**src/rtl/calc_display.sv**
```systemverilog
// Four-digit multiplexed seven-segment driver for the calculator accumulator.
// Shows a captured word as hex or signed magnitude, with leading-zero blanking, minus and zero indicators.
module calc_display #(
  parameter logic [15:0] REFRESH_DIV = 16'd50000
) (
  input  logic        clc,
  input  logic        rst_n,
  input  logic [15:0] value,
  input  logic        z,
  input  logic        load,
  input  logic        sgn,
  input  logic        blank_en,
  output logic [3:0]  an,
  output logic [6:0]  seg,
  output logic        dp
);

  logic signed [15:0] shadow_p0;
  logic               zl_p0;
  logic [15:0]        cnt_p0;
  logic [1:0]         idx_p0;

  logic [3:0]         an_p1;
  logic [6:0]         seg_p1;
  logic               dp_p1;

  logic               neg;
  logic [15:0]        word;
  logic [3:0]         nib;
  logic               blank;
  logic [3:0]         an_d;
  logic [6:0]         seg_d;
  logic               dp_d;

  // Two's-complement negation wraps 0x8000 onto itself, which is the wanted magnitude.
  function automatic logic [15:0] magnitude(input logic signed [15:0] w);
    logic signed [15:0] m;
    m = -w;
    return m;
  endfunction

  function automatic logic [6:0] hex7(input logic [3:0] n);
    logic [6:0] s;
    case (n)
      4'h0: s = 7'b1000000;
      4'h1: s = 7'b1111001;
      4'h2: s = 7'b0100100;
      4'h3: s = 7'b0110000;
      4'h4: s = 7'b0011001;
      4'h5: s = 7'b0010010;
      4'h6: s = 7'b0000010;
      4'h7: s = 7'b1111000;
      4'h8: s = 7'b0000000;
      4'h9: s = 7'b0010000;
      4'hA: s = 7'b0001000;
      4'hB: s = 7'b0000011;
      4'hC: s = 7'b1000110;
      4'hD: s = 7'b0100001;
      4'hE: s = 7'b0000110;
      default: s = 7'b0001110;
    endcase
    return s;
  endfunction

  // Stage p0: capture register, zero latch and digit scan state
  always_ff @(posedge clc or negedge rst_n) begin
    if (!rst_n) begin
      shadow_p0 <= '0;
      zl_p0     <= 1'b0;
      cnt_p0    <= '0;
      idx_p0    <= '0;
    end else begin
      if (load) begin
        shadow_p0 <= value;
        zl_p0     <= z;
      end
      if (cnt_p0 == REFRESH_DIV - 16'd1) begin
        cnt_p0 <= '0;
        idx_p0 <= idx_p0 + 2'd1;
      end else begin
        cnt_p0 <= cnt_p0 + 16'd1;
      end
    end
  end

  always_comb begin
    neg   = sgn & shadow_p0[15];
    word  = neg ? magnitude(shadow_p0) : shadow_p0;
    nib   = 4'h0;
    blank = 1'b0;
    case (idx_p0)
      2'd0: nib = word[3:0];
      2'd1: begin
        nib   = word[7:4];
        blank = blank_en & (word[15:4] == 12'h000);
      end
      2'd2: begin
        nib   = word[11:8];
        blank = blank_en & (word[15:8] == 8'h00);
      end
      default: begin
        nib   = word[15:12];
        blank = blank_en & (word[15:12] == 4'h0);
      end
    endcase
    // A blanked top digit still lights its enable so the minus point is visible.
    an_d = 4'b1111;
    if (!blank || (idx_p0 == 2'd3 && neg))
      an_d[idx_p0] = 1'b0;
    seg_d = blank ? 7'b1111111 : hex7(nib);
    dp_d  = ~((idx_p0 == 2'd3 && neg) || (idx_p0 == 2'd0 && zl_p0));
  end

  // Stage p1: registered display drive
  always_ff @(posedge clc or negedge rst_n) begin
    if (!rst_n) begin
      an_p1  <= 4'b1111;
      seg_p1 <= 7'b1111111;
      dp_p1  <= 1'b1;
    end else begin
      an_p1  <= an_d;
      seg_p1 <= seg_d;
      dp_p1  <= dp_d;
    end
  end

  assign an  = an_p1;
  assign seg = seg_p1;
  assign dp  = dp_p1;

endmodule

```
**config.mk**
```make
export PLATFORM = sky130hd
export DESIGN_NAME = calc_display
export DESIGN_NICKNAME = d
export VERILOG_FILES = /design/src/rtl/calc_display.sv
export SDC_FILE = /design/constraint.sdc
export NUM_CORES = 1
export LEC_CHECK = 0
export ABC_AREA = 0
export CORE_MARGIN = 5
export CORE_UTILIZATION = 60
export DETAILED_ROUTE_END_ITERATION = 6
export DONT_BUFFER_PORTS = 1
export PLACE_DENSITY = 0.76
export SYNTH_ARGS = -nofsm -noshare
export SYNTH_HDL_FRONTEND = slang
export SYNTH_SLANG_ARGS = --single-unit
```
**constraint.sdc**
```tcl
create_clock -name clc -period 7.3 [get_ports clc]
set_clock_uncertainty 0.05 [all_clocks]
set_input_delay 0.365 -clock clc [delete_from_list [all_inputs] [get_ports clc]]
set_output_delay 0.365 -clock clc [all_outputs]
set_load 0.05 [all_outputs]
```
; ---- Yosys cells after proc, flatten, opt, wreduce, memory -nomap -nowiden
; Memories as Yosys holds them, arrays and structs flattened.
; Cells that the tools add are included.
[word_totals]
regBits = 47
mem_bits_ro = 112
out_inout_bits = 12
n_memories = 1
[op_classes]
addsub = 3
order_cmp = 2
eq_ne = 4
mux = 8
bitwise_logic = 6
reduce_logical = 10
[mem_list]
columns = name, depth, width, rd, rd_clocked_by_memory_dff, write_ports, line_no
row1 = (name not given), 16, 7, 1, 0, 0, 44  ; case (n)
[op_table]
columns = op, n
row1 = 16-bit two-way mux, 2
row2 = 16-bit by 1-bit adder with 16-bit output (second input constant), 1
row3 = 16-bit equality test (second input constant), 1
row4 = 16-bit negator, 1
row5 = 12-bit logical NOT, 1
row6 = 4-bit one-hot mux with 3 select lines, 1
row7 = 8-bit logical NOT, 1
row8 = 7-bit two-way mux, 1
row9 = 1-bit bitwise AND, 4
row10 = 2-bit equality test (second input constant), 2
row11 = 4-bit logical NOT, 1
row12 = 4-bit two-way mux, 1
row13 = 4-bit inverter, 1
row14 = 1-bit logical AND, 3
row15 = 2-bit by 3-bit < comparator with 1-bit output (second input constant), 1
row16 = 1-bit one-hot mux with 3 select lines, 1
row17 = 2-bit by 1-bit adder with 2-bit output (second input constant), 1
row18 = 1-bit demux with 2-bit select, 1
row19 = 2-bit by 1-bit equality test with 1-bit output (second input constant), 1
row20 = 2-bit by 1-bit greater-or-equal comparator with 1-bit output (second input constant), 1
row21 = 2-bit logical NOT, 1
row22 = 1-bit logical OR, 2
row23 = 1-bit logical NOT, 1
row24 = 1-bit two-way mux, 1
row25 = 1-bit inverter, 1

; ---- Depth between registers and ports, before layout
[logic_depth]
depth_word = 8
depth_mapped = 13
ltp_nobuf = 12

; ---- Least setup slack after synthesis
; OpenSTA, ideal clock, no wires.
[synth_path]
kind = flip-flop to flip-flop
from = reg shadow_p0[0]
to = reg seg_p1[6] (netlist: seg[6])
setup_ps = 80
arrival_time_ps = 2457
required_ps = 7170
setup_slack_ps = 4712
path_stages_with_launch = 13
n_path_buf = 1
path_cell_list = dfrtp_1 > inv_1 > ha_1 > nor3b_2 > buf_2 > nand4_1 > a221oi_2 > a32o_1 > inv_1 > ha_1 > mux2_2 > a22oi_1 > nand2_1
[synth_via]
elab_chain_len = 6
[synth_rtl]
columns = item, line_no
row1 = "start, declared", 18  ; logic signed [15:0] shadow_p0;
row2 = "start signal, assigned", 74  ; shadow_p0 <= value;
row3 = 16-bit negator, 38  ; m = -w;
row4 = 16-bit two-way mux (*), 88  ; word = neg ? magnitude(shadow_p0) : shadow_p0;
row5 = "parallel branches: the longest is 3 deep, another holds memory 16 x 7 bit", -
row6 = 7-bit two-way mux (*), 110  ; seg_d = blank ? 7'b1111111 : hex7(nib);
row7 = via seg_d[6], 32  ; logic [6:0] seg_d;
row8 = "end signal, assigned", 122  ; seg_p1 <= seg_d;
row9 = "end, declared", 24  ; logic [6:0] seg_p1;
; Mark *: on every way through the listed nets, which the timed path passes.
; A chain may end at the register's enable or synchronous reset.

; ---- Worst setup path in the final report
[layout_path]
from = reg shadow_p0[0]
to = reg seg_p1[3] (netlist: seg[3])
; The elaborated chain is that of the path after synthesis.

==> metrics <==
Tmin final=3.26 ns; Max IR drop VDD=0.000139 V; chip height=80.6 µm; # Max-Cap Violations=0; sequential area share after synthesis=0.398; vias per cell=6.25; synthesized net count=332; Synth warnings=0; ys async rst share=1.00; flops & latches, synth=47; Tot Pwr=0.000618 W; Worst EP required=7.49 ns; RePlAce Congestion=0.952; Fin. Hold Viols=0; clock buffer depth=2; DP HPWL=4430 µm; placed insts=347; largest net degree at the start of global routing=48; RSZ-0062 raised after global routing=false; crit start category=flip-flop; clock latency on the worst-skew pair=0.30 ns; type of the worst min-delay path=input port to flip-flop; FP Rows=25; antenna viol nets, final=0; crit path DAT=3.45 ns; most frequent cell after synthesis=dfrtp_1; crit share post-route=0.447; die width=80.6 µm; Die ar.=6490 µm²; Max Clock Freq=0.306 GHz; core outline area=4790 µm²; Leak=1.27 nW; Synth Instances=297; first-pass GRT wire length=10,400 µm; post-synth cell types=62; Pins Over Slew Limit=0; Synth Flop Type=dfrtp_1; Critical R2R Capture=seg[3]$_DFF_PN1_; setup slack, reg-to-reg=4.04 ns; Post-Layout Cell Count=357; CTS tree=yes; endpoints failing setup=0; PortBufs=0; Worst-path clk slew=0.10 ns; Crit Path Class=flip-flop to flip-flop; Synth area leaders=dfrtp_1 (29%), dfstp_2 (11%), ha_1 (5.4%), mux2_2 (5.3%), nand2_1 (3.1%); initial DRC count=229; GRT Util Overall=0.208; Post-synth EDFFs=0; Slew @ Worst Pin=0.864 ns; Starting Density=0.625; initial antenna violation count=0; WL per Instance=17.2 µm; crit-path max FO=15; PwrDens=198 nW/µm²; DRC=0; FF-to-FF Start=shadow_p0[0]$_DFFE_PN0P_; Setup TNS=0 ns; Sink Count=47; most area-hungry cell type in the Yosys netlist=dfrtp_1; top cells by count, synth=dfrtp_1 (35), nand2_1 (25), nor2_1 (19); relative slew slack=0.422; vias in the first global route=2,047; WL final=6130 µm; grt total ovfl=0; DR pass1 iterations=4; clock buffer count from CTS=5; Final nets=324; H-tree levels=2; # fillers=400; crit path launch=shadow_p0[0]$_DFFE_PN0P_; routed via count=2,231; status=complete, no violations; share of the synthesized area in the top cell type=0.293; WHS=0.0977 ns; layout cell share with drive strength beyond 1=0.179; IO Count=34; syn_area_per_cell=10.1 µm²; Critical Path End=seg[3]$_DFF_PN1_; diodes inserted=0; clk root buf=clkbuf_8; area grow syn2layout=4.48%; Reg2Reg Depth=11; kind of end point of the critical path=flip-flop; Cell Area, Synth=2990 µm²
-- per-layer routing --
metal / vias to the layer above / global-route usage / routed length, µm
met4: 0 / 0.0473 / 41
met1: 1086 / 0.305 / 2980
met3: 5 / 0.0504 / 414
li1: 1054 / - / -
met5: - / 0 / 0
met2: 86 / 0.309 / 2690
-- registers in the layout, indices dropped and copies added, names as in the netlist --
register / flops
an: 4
cnt_p0: 16
dp: 1
idx_p0: 2
seg: 7
shadow_p0: 16
zl_p0: 1
-- power by group --
| group | internal (W) | total, W | switching (W) | leakage (nW) |
|---|---|---|---|---|
| clock | 0.0000778 | 0.000166 | 0.0000887 | 0.0484 |
| combinational | 0.0000462 | 0.000102 | 0.0000556 | 0.656 |
| sequential | 0.000288 | 0.000349 | 0.0000615 | 0.564 |
-- cells in the final DEF (no fill, tap or decap), types with 6 or more instances in the layout --
cell type  instances
nand2_1           25
dfrtp_1           35
dfstp_2           12
nor2_1            19
and3_1             9
nand2b_1           6
xnor2_1            9
nand3_1            8
xor2_1             8
o21ai_0           12
a21oi_1           10
ha_1              13
mux2i_1            6
clkbuf_8           6
mux2_2            14
inv_1             14
-- cell type report --
| cell class | instances | area (µm²) | area share |
|---|---|---|---|
| tap | 67 | 83.8 | 0.0268 |
| timing repair buffer | 2 | 37.5 | 0.0120 |
| multi-input combinational | 219 | 1660 | 0.532 |
| sequential | 47 | 1190 | 0.381 |
| inverter | 14 | 52.6 | 0.0168 |
| clock inverter | 1 | 8.76 | 0.00280 |
| clock buffer | 7 | 86.3 | 0.0276 |
-- what timing repair did --
item,CTS,global route
gates resized for setup,0,0
hold endpoints to repair,47,0
hold buffers,2,0
setup buffers,0,0
-- worst min path at each step --
| stage | cells after the start | startpoint | end |
|---|---|---|---|
| after global placement | 0 | rst_n | shadow_p0[4]$_DFFE_PN0P_ |
| after detailed placement | 0 | rst_n | shadow_p0[5]$_DFFE_PN0P_ |
| after floorplan | 0 | rst_n | cnt_p0[0]$_DFF_PN0_ |
| after global routing | 1 | load | shadow_p0[1]$_DFFE_PN0P_ |
| final | 1 | load | shadow_p0[4]$_DFFE_PN0P_ |
| after CTS | 1 | load | shadow_p0[1]$_DFFE_PN0P_ |
-- critical path, stage by stage (launching register included) --
cell and delay [ns]:
dfrtp_1 0.46, inv_1 0.13, ha_1 0.17, nor3b_2 0.69, a31oi_1 0.25, mux2_2 0.33
a32o_1 0.31, inv_1 0.11, ha_1 0.24, mux2i_1 0.10, mux2_1 0.30, nand2_1 0.07
-- logic make-up (layout without fill, tap and decap cells) --
group	Yosys count	in the layout	synth area share
simple gates	103	103	0.204
compound gates	62	62	0.160
flops	47	47	0.398
buf+inv	31	24	0.0452
mux	24	24	0.0879
xor+xnor	17	17	0.0498
fa+ha+maj	13	13	0.0544
-- stage by stage --
step | setup slack (ns) | instance area (µm²) | util
global placement | 4.25 | 2990 | 0.625
floorplan | 4.71 | 2990 | -
detailed placement | 4.13 | 2990 | 0.625
global route | 3.85 | 3120 | 0.653
CTS | 4.07 | 3120 | 0.653
finish | 4.04 | 3120 | 0.653
(Power assumes the default switching activity.)
